**src/rtl/fwd_sel_stage.sv**
```systemverilog
// N-way operand selector (binary or priority one-hot select) followed by a
// pipeline register with stall, flush, valid tracking and a sticky select-error flag.
module fwd_sel_stage #(
    parameter int WIDTH  = 32,
    parameter int NUM_IN = 3,
    parameter int MODE   = 0,
    parameter int SEL_W  = 2
) (
    input  logic                    clk,
    input  logic                    reset,
    input  logic [NUM_IN*WIDTH-1:0] in_data,
    input  logic [SEL_W-1:0]        sel,
    input  logic                    in_valid,
    input  logic                    stall,
    input  logic                    flush,
    input  logic                    err_clr,
    output logic [WIDTH-1:0]        comb_out,
    output logic [WIDTH-1:0]        out_data,
    output logic                    out_valid,
    output logic                    sel_err
);

    if (NUM_IN < 2 || NUM_IN > 16) begin : g_bad_num_in
        $error("fwd_sel_stage: NUM_IN must be in 2..16");
    end
    if (MODE == 0 && SEL_W < $clog2(NUM_IN)) begin : g_bad_bin_w
        $error("fwd_sel_stage: binary select narrower than clog2(NUM_IN)");
    end
    if (MODE == 1 && SEL_W != NUM_IN) begin : g_bad_hot_w
        $error("fwd_sel_stage: one-hot select width must equal NUM_IN");
    end
    if (MODE != 0 && MODE != 1) begin : g_bad_mode
        $error("fwd_sel_stage: MODE must be 0 or 1");
    end

    logic [WIDTH-1:0] sel_word;
    logic             bad_sel;

    if (MODE == 0) begin : g_bin
        // Any code without a matching input falls back to input 0 and is flagged.
        always_comb begin
            sel_word = in_data[0 +: WIDTH];
            bad_sel  = 1'b1;
            for (int k = 0; k < NUM_IN; k++) begin
                if (sel == SEL_W'(k)) begin
                    sel_word = in_data[k*WIDTH +: WIDTH];
                    bad_sel  = 1'b0;
                end
            end
        end
    end else begin : g_hot
        // Lowest set bit wins; a second set bit marks the select as malformed.
        always_comb begin
            logic found;
            found    = 1'b0;
            sel_word = in_data[0 +: WIDTH];
            bad_sel  = 1'b0;
            for (int k = 0; k < NUM_IN; k++) begin
                if (sel[k]) begin
                    if (!found) begin
                        sel_word = in_data[k*WIDTH +: WIDTH];
                    end else begin
                        bad_sel = 1'b1;
                    end
                    found = 1'b1;
                end
            end
        end
    end

    assign comb_out = sel_word;

    // Valid semantics: in_valid qualifies the inputs of the current cycle only;
    // there is no ready. A load cycle (no stall, no flush) always captures the word,
    // and out_valid tells the next stage whether that captured word is meaningful.
    logic [WIDTH-1:0] out_data_d, out_data_q;
    logic             out_valid_d, out_valid_q;
    logic             sel_err_d, sel_err_q;
    logic             load;

    always_comb begin
        out_data_d  = out_data_q;
        out_valid_d = out_valid_q;
        sel_err_d   = sel_err_q;
        load        = !flush && !stall;
        if (flush) begin
            out_data_d  = '0;
            out_valid_d = 1'b0;
        end else if (load) begin
            out_data_d  = sel_word;
            out_valid_d = in_valid;
        end
        if (err_clr) begin
            sel_err_d = 1'b0;
        end
        if (load && in_valid && bad_sel) begin
            sel_err_d = 1'b1;
        end
    end

    always_ff @(posedge clk) begin
        if (reset) begin
            out_data_q  <= '0;
            out_valid_q <= 1'b0;
            sel_err_q   <= 1'b0;
        end else begin
            out_data_q  <= out_data_d;
            out_valid_q <= out_valid_d;
            sel_err_q   <= sel_err_d;
        end
    end

    assign out_data  = out_data_q;
    assign out_valid = out_valid_q;
    assign sel_err   = sel_err_q;

endmodule

```
**config.mk**
```make
export PLATFORM = sky130hd
export DESIGN_NAME = fwd_sel_stage
export DESIGN_NICKNAME = d
export VERILOG_FILES = /design/src/rtl/fwd_sel_stage.sv
export SDC_FILE = /design/constraint.sdc
export NUM_CORES = 1
export LEC_CHECK = 0
export ABC_AREA = 1
export ABC_CLOCK_PERIOD_IN_PS = 1600
export CAP_MARGIN = 20
export CORE_MARGIN = 5
export CORE_UTILIZATION = 30
export DETAILED_ROUTE_END_ITERATION = 6
export PLACE_DENSITY = 0.75
export SLEW_MARGIN = 10
export SYNTH_ARGS = -nofsm -noshare
export SYNTH_HDL_FRONTEND = slang
export SYNTH_SLANG_ARGS = --single-unit
```
**constraint.sdc**
```tcl
create_clock -name clk -period 1.6 [get_ports clk]
set_input_delay 0.32 -clock clk [delete_from_list [all_inputs] [get_ports clk]]
set_output_delay 0.32 -clock clk [all_outputs]
set_load 0.01 [all_outputs]
```
Word-level counts from Yosys, hierarchy flattened:

Cells that the tools add are included.
Widths: inputs -> output; s select.

* register bits: 34
* latch bits: 0
* bits in writable memories: 0
* memory bits (read-only): 0
* bits of input ports: 104
* output and inout port bits: 66
* word-level logic and storage cells: 20
* memories: 0

* $add $sub $neg: 0
* $mul: 0
* divide/modulo/power cells: 0
* magnitude comparators: 0
* equal/unequal tests: 2
* shift-type cells: 0
* mux-type cells: 7
* bitwise operators: 0
* reductions and logical operators: 8

Operator list (number)
* $mux 32: 2
* $mux 1: 5
* $logic_and 1x1->1: 3
* $eq 2x1->1 const B: 1
* $eq 2x2->1 const B: 1
* $logic_not 1->1: 2
* $logic_not 2->1: 1
* $reduce_bool 2->1: 1
* $reduce_or 2->1: 1

Logic depth before layout (Yosys ltp):

* word-level depth: 6
* gate-level depth with buffers: 7
* mapped depth without buffers: 6

Worst setup path after synthesis:

OpenSTA, ideal clock, no wires.

* path type: input to output
* start: input port sel[0]
* end: output port comb_out[24]
* data arrival time: 1046 ps
* required time: 1280 ps
* setup slack: 234 ps
* stages: 7
* path buffers: 2
* cell sequence: buf_4 > inv_2 > nand2_4 > buf_6 > or2_1 > nand2_1 > inv_1

* cells in the longest elaborated chain, start to end: 3
* elaborated cells on any way between the ends: 4
* classes of those cells: 2 x eq/ne; 2 x mux

Ends and longest elaborated chain
* from (decl): RTL line 12 `input logic [SEL_W-1:0] sel,`
* $eq 2x1->1: RTL line 45 `if (sel == SEL_W'(k)) begin`
* $mux 32: RTL line 45
* $mux 32 *: RTL line 45
* to (decl): RTL line 17 `output logic [WIDTH-1:0] comb_out,`

Mark *: on every way between the ends. The rest lies on a longest branch, timed or not.

Worst setup path after layout:

* start: input port in_data[46]
* end: output port comb_out[14]

* cells in the longest elaborated chain, start to end: 2

Ends and longest elaborated chain
* from (decl): RTL line 11 `input logic [NUM_IN*WIDTH-1:0] in_data,`
* $mux 32 (2 in a row): RTL line 45

No other way between the ends.

==> results.sh <==
export IMPL_synth_edff_count=0
export IMPL_n_fill_cell=569
export IMPL_totalWireLength_um=10100
export IMPL_fin_setup_tns_ps=0
export IMPL_busiest_layer="met2"
export IMPL_synthFlopType="dfxtp_1"
export IMPL_hold_viol=0
export IMPL_finalMaxSlewViolations=0
export IMPL_start_kind="primary input"
export IMPL_clk_path_buf_depth=2
export IMPL_place_inst=611
export IMPL_syn_nets=433
export IMPL_instances_no_fill=657
export IMPL_power_density_nw_per_um2=599
export IMPL_grtUsageTotal_pct=22.0
export IMPL_synth_warnings=0
export IMPL_synth_area_um2=2110
export IMPL_worstMarginPinSlew_ps=245
export IMPL_synth_compound_area_share_pct=16.0
export IMPL_crit_type="in2out"
export IMPL_start_util_pct=31.0
export IMPL_ant_nets=0
export IMPL_ir_drop_v=0.000324
export IMPL_ioPinCount=170
export IMPL_post_drt_wl_per_cell_um=15.4
export IMPL_worstPathArrival_ps=1270
export IMPL_avgSynthCellArea_um2=6.43
export IMPL_yosys_area_share_simple_pct=38.2
export IMPL_status="complete, no violations"
export IMPL_met1_usage_pct=23.3
export IMPL_dieWidth_um=94.0
export IMPL_nets=664
export IMPL_core_um2=6830
export IMPL_root_buffer="clkbuf_8"
export IMPL_grt_first_pass_wirelength_um=15400
export IMPL_layout_drive_gt1_share_pct=27.8
export IMPL_fin_crit_sh_pct=99.1
export IMPL_synthMuxAreaShare_pct=0
export IMPL_synthDistinctLibCells=19
export IMPL_use_met2_pct=40.3
export IMPL_dieHeight_um=94.0
export IMPL_layout_common_cells="129 x clkdlybuf4s50_1, 61 x buf_4, 58 x nand3_1"
export IMPL_cts_tree="yes"
export IMPL_required_ps=1280
export IMPL_grt_overflow=0
export IMPL_final_area_um2=4640
export IMPL_die_area_um2=8830
export IMPL_synthArstFlopShare_pct=0
export IMPL_fmax_mhz=630
export IMPL_drtIter0Drc=84
export IMPL_grt_max_degree=22
export IMPL_synth_top_family_by_area="simple AND/OR/NAND/NOR gates"
export IMPL_finalSetupViolCount=0
export IMPL_grt_pass1_vias=3178
export IMPL_leakagePower_nw=2.21
export IMPL_critPathCaptureType="primary output"
export IMPL_hpwl_um=6960
export IMPL_first_pass_iters=5
export IMPL_synthCells=329
export IMPL_path_max_fanout=2
export IMPL_area_delta_synth_final_pct=120
export IMPL_antenna_found_initial=0
export IMPL_via_per_inst=4.70
export IMPL_ys_ff_latch=34
export IMPL_numPortBuffers=169
export IMPL_layout_commonest_cell="clkdlybuf4s50_1"
export IMPL_clkLatencyLatePin_ps=290
export IMPL_diodes=0
export IMPL_synth_adder_area_share_pct=0
export IMPL_htreeDepth=2
export IMPL_num_vias=3086
export IMPL_final_util_pct=67.9
export IMPL_drc=0
export IMPL_cts_sinks=34
export IMPL_seq_area_frac_synth_pct=32.2
export IMPL_grt_use_met3_pct=7.61
export IMPL_clkSlewWorstSetupHoldPaths_ps=80
export IMPL_rows=30
export IMPL_period_needed_ps=1590
export IMPL_rsz0062_at_grt="yes"
export IMPL_numCtsBuffers=5
export IMPL_cap_violations=0
export IMPL_placed_area_um2=4150
export IMPL_maxSlewHeadroom_pct=83.5
export IMPL_synth_xor_area_share_pct=0
export IMPL_finClkSkew_ps=0
export IMPL_place_congestion=0.812
export IMPL_p_total_mw=2.78
export IMPL_hp_class="in2reg"
-- worst max-delay path, stage by stage --
cell and delay [ps]:
clkdlybuf4s50_1 450, nand3_1 90, nand3_1 180, nand2_4 80, inv_2 60, buf_6 90
-- power by group --
group / internal [mW] / switching [mW] / total (mW)
combinational: 0.703 / 0.484 / 1.19
clock: 0.346 / 0.339 / 0.685
sequential: 0.887 / 0.0196 / 0.906
-- logic make-up (layout without fill, tap and decap cells) --
logic type | after synthesis | count (layout)
AO/OA/AOI/OAI | 67 | 67
flip-flops | 34 | 34
buffers and inverters | 61 | 293
AND/OR/NAND/NOR | 167 | 167
-- sequential cells by signal, indices dropped and copies added (netlist names) --
name,flops
out_data,32
sel_err,1
out_valid,1
-- cell usage after synthesis, types with 4 or more instances --
master | n | area, um^2
or2_0 | 20 | 125
clkbuf_1 | 9 | 33.8
a21oi_1 | 33 | 165
or2_1 | 8 | 50.1
nand3_1 | 64 | 320
nand2_1 | 66 | 248
dfxtp_1 | 34 | 681
buf_2 | 9 | 45.0
o21ai_0 | 33 | 165
or2_2 | 4 | 25.0
buf_6 | 6 | 67.6
inv_1 | 34 | 128
-- metal layers --
| layer | vias up | wire length, um |
|---|---|---|
| li1 | 1531 | - |
| met1 | 1395 | 3810 |
| met2 | 141 | 5140 |
| met3 | 19 | 958 |
| met4 | 0 | 214 |
| met5 | - | 0 |
-- metrics by stage --
stage               hold WS, ps  setup slack, ps
finish                      456             13.8
global route                471            -50.5
CTS                         474            -20.2
detailed placement          462             -800
global placement            452             -756
floorplan                   389              234
-- worst paths after layout --
| kind | from | endpoint | slack [ps] | cells after the start |
|---|---|---|---|---|
| setup / recovery | in_data[46] | comb_out[14] | 10 | 6 |
| hold / removal | sel[1] | sel_err | 460 | 4 |
| setup reg to reg | out_data[15] | out_data[15] | 900 | 2 |
| hold reg to reg | sel_err | sel_err | 470 | 2 |
-- layout make-up --
class / instances / area [um^2] / area share (%)
timing repair buffer: 249 / 2340 / 50.4
multi-input combinational: 234 / 1260 / 27.1
sequential: 34 / 681 / 14.7
inverter: 36 / 145 / 3.13
tap: 96 / 120 / 2.59
clock buffer: 6 / 82.6 / 1.78
clock inverter: 2 / 12.5 / 0.270
-- what timing repair did --
| action | CTS | global route |
|---|---|---|
| hold buffers | 0 | 0 |
| gates resized for setup | 172 | 34 |
| gates cloned | 4 | 0 |
| pin swaps | 24 | 28 |
| setup endpoints to repair | 32 | 25 |
| buffers inserted | 35 | 4 |
Note: power is estimated with default switching activity, not from simulation.
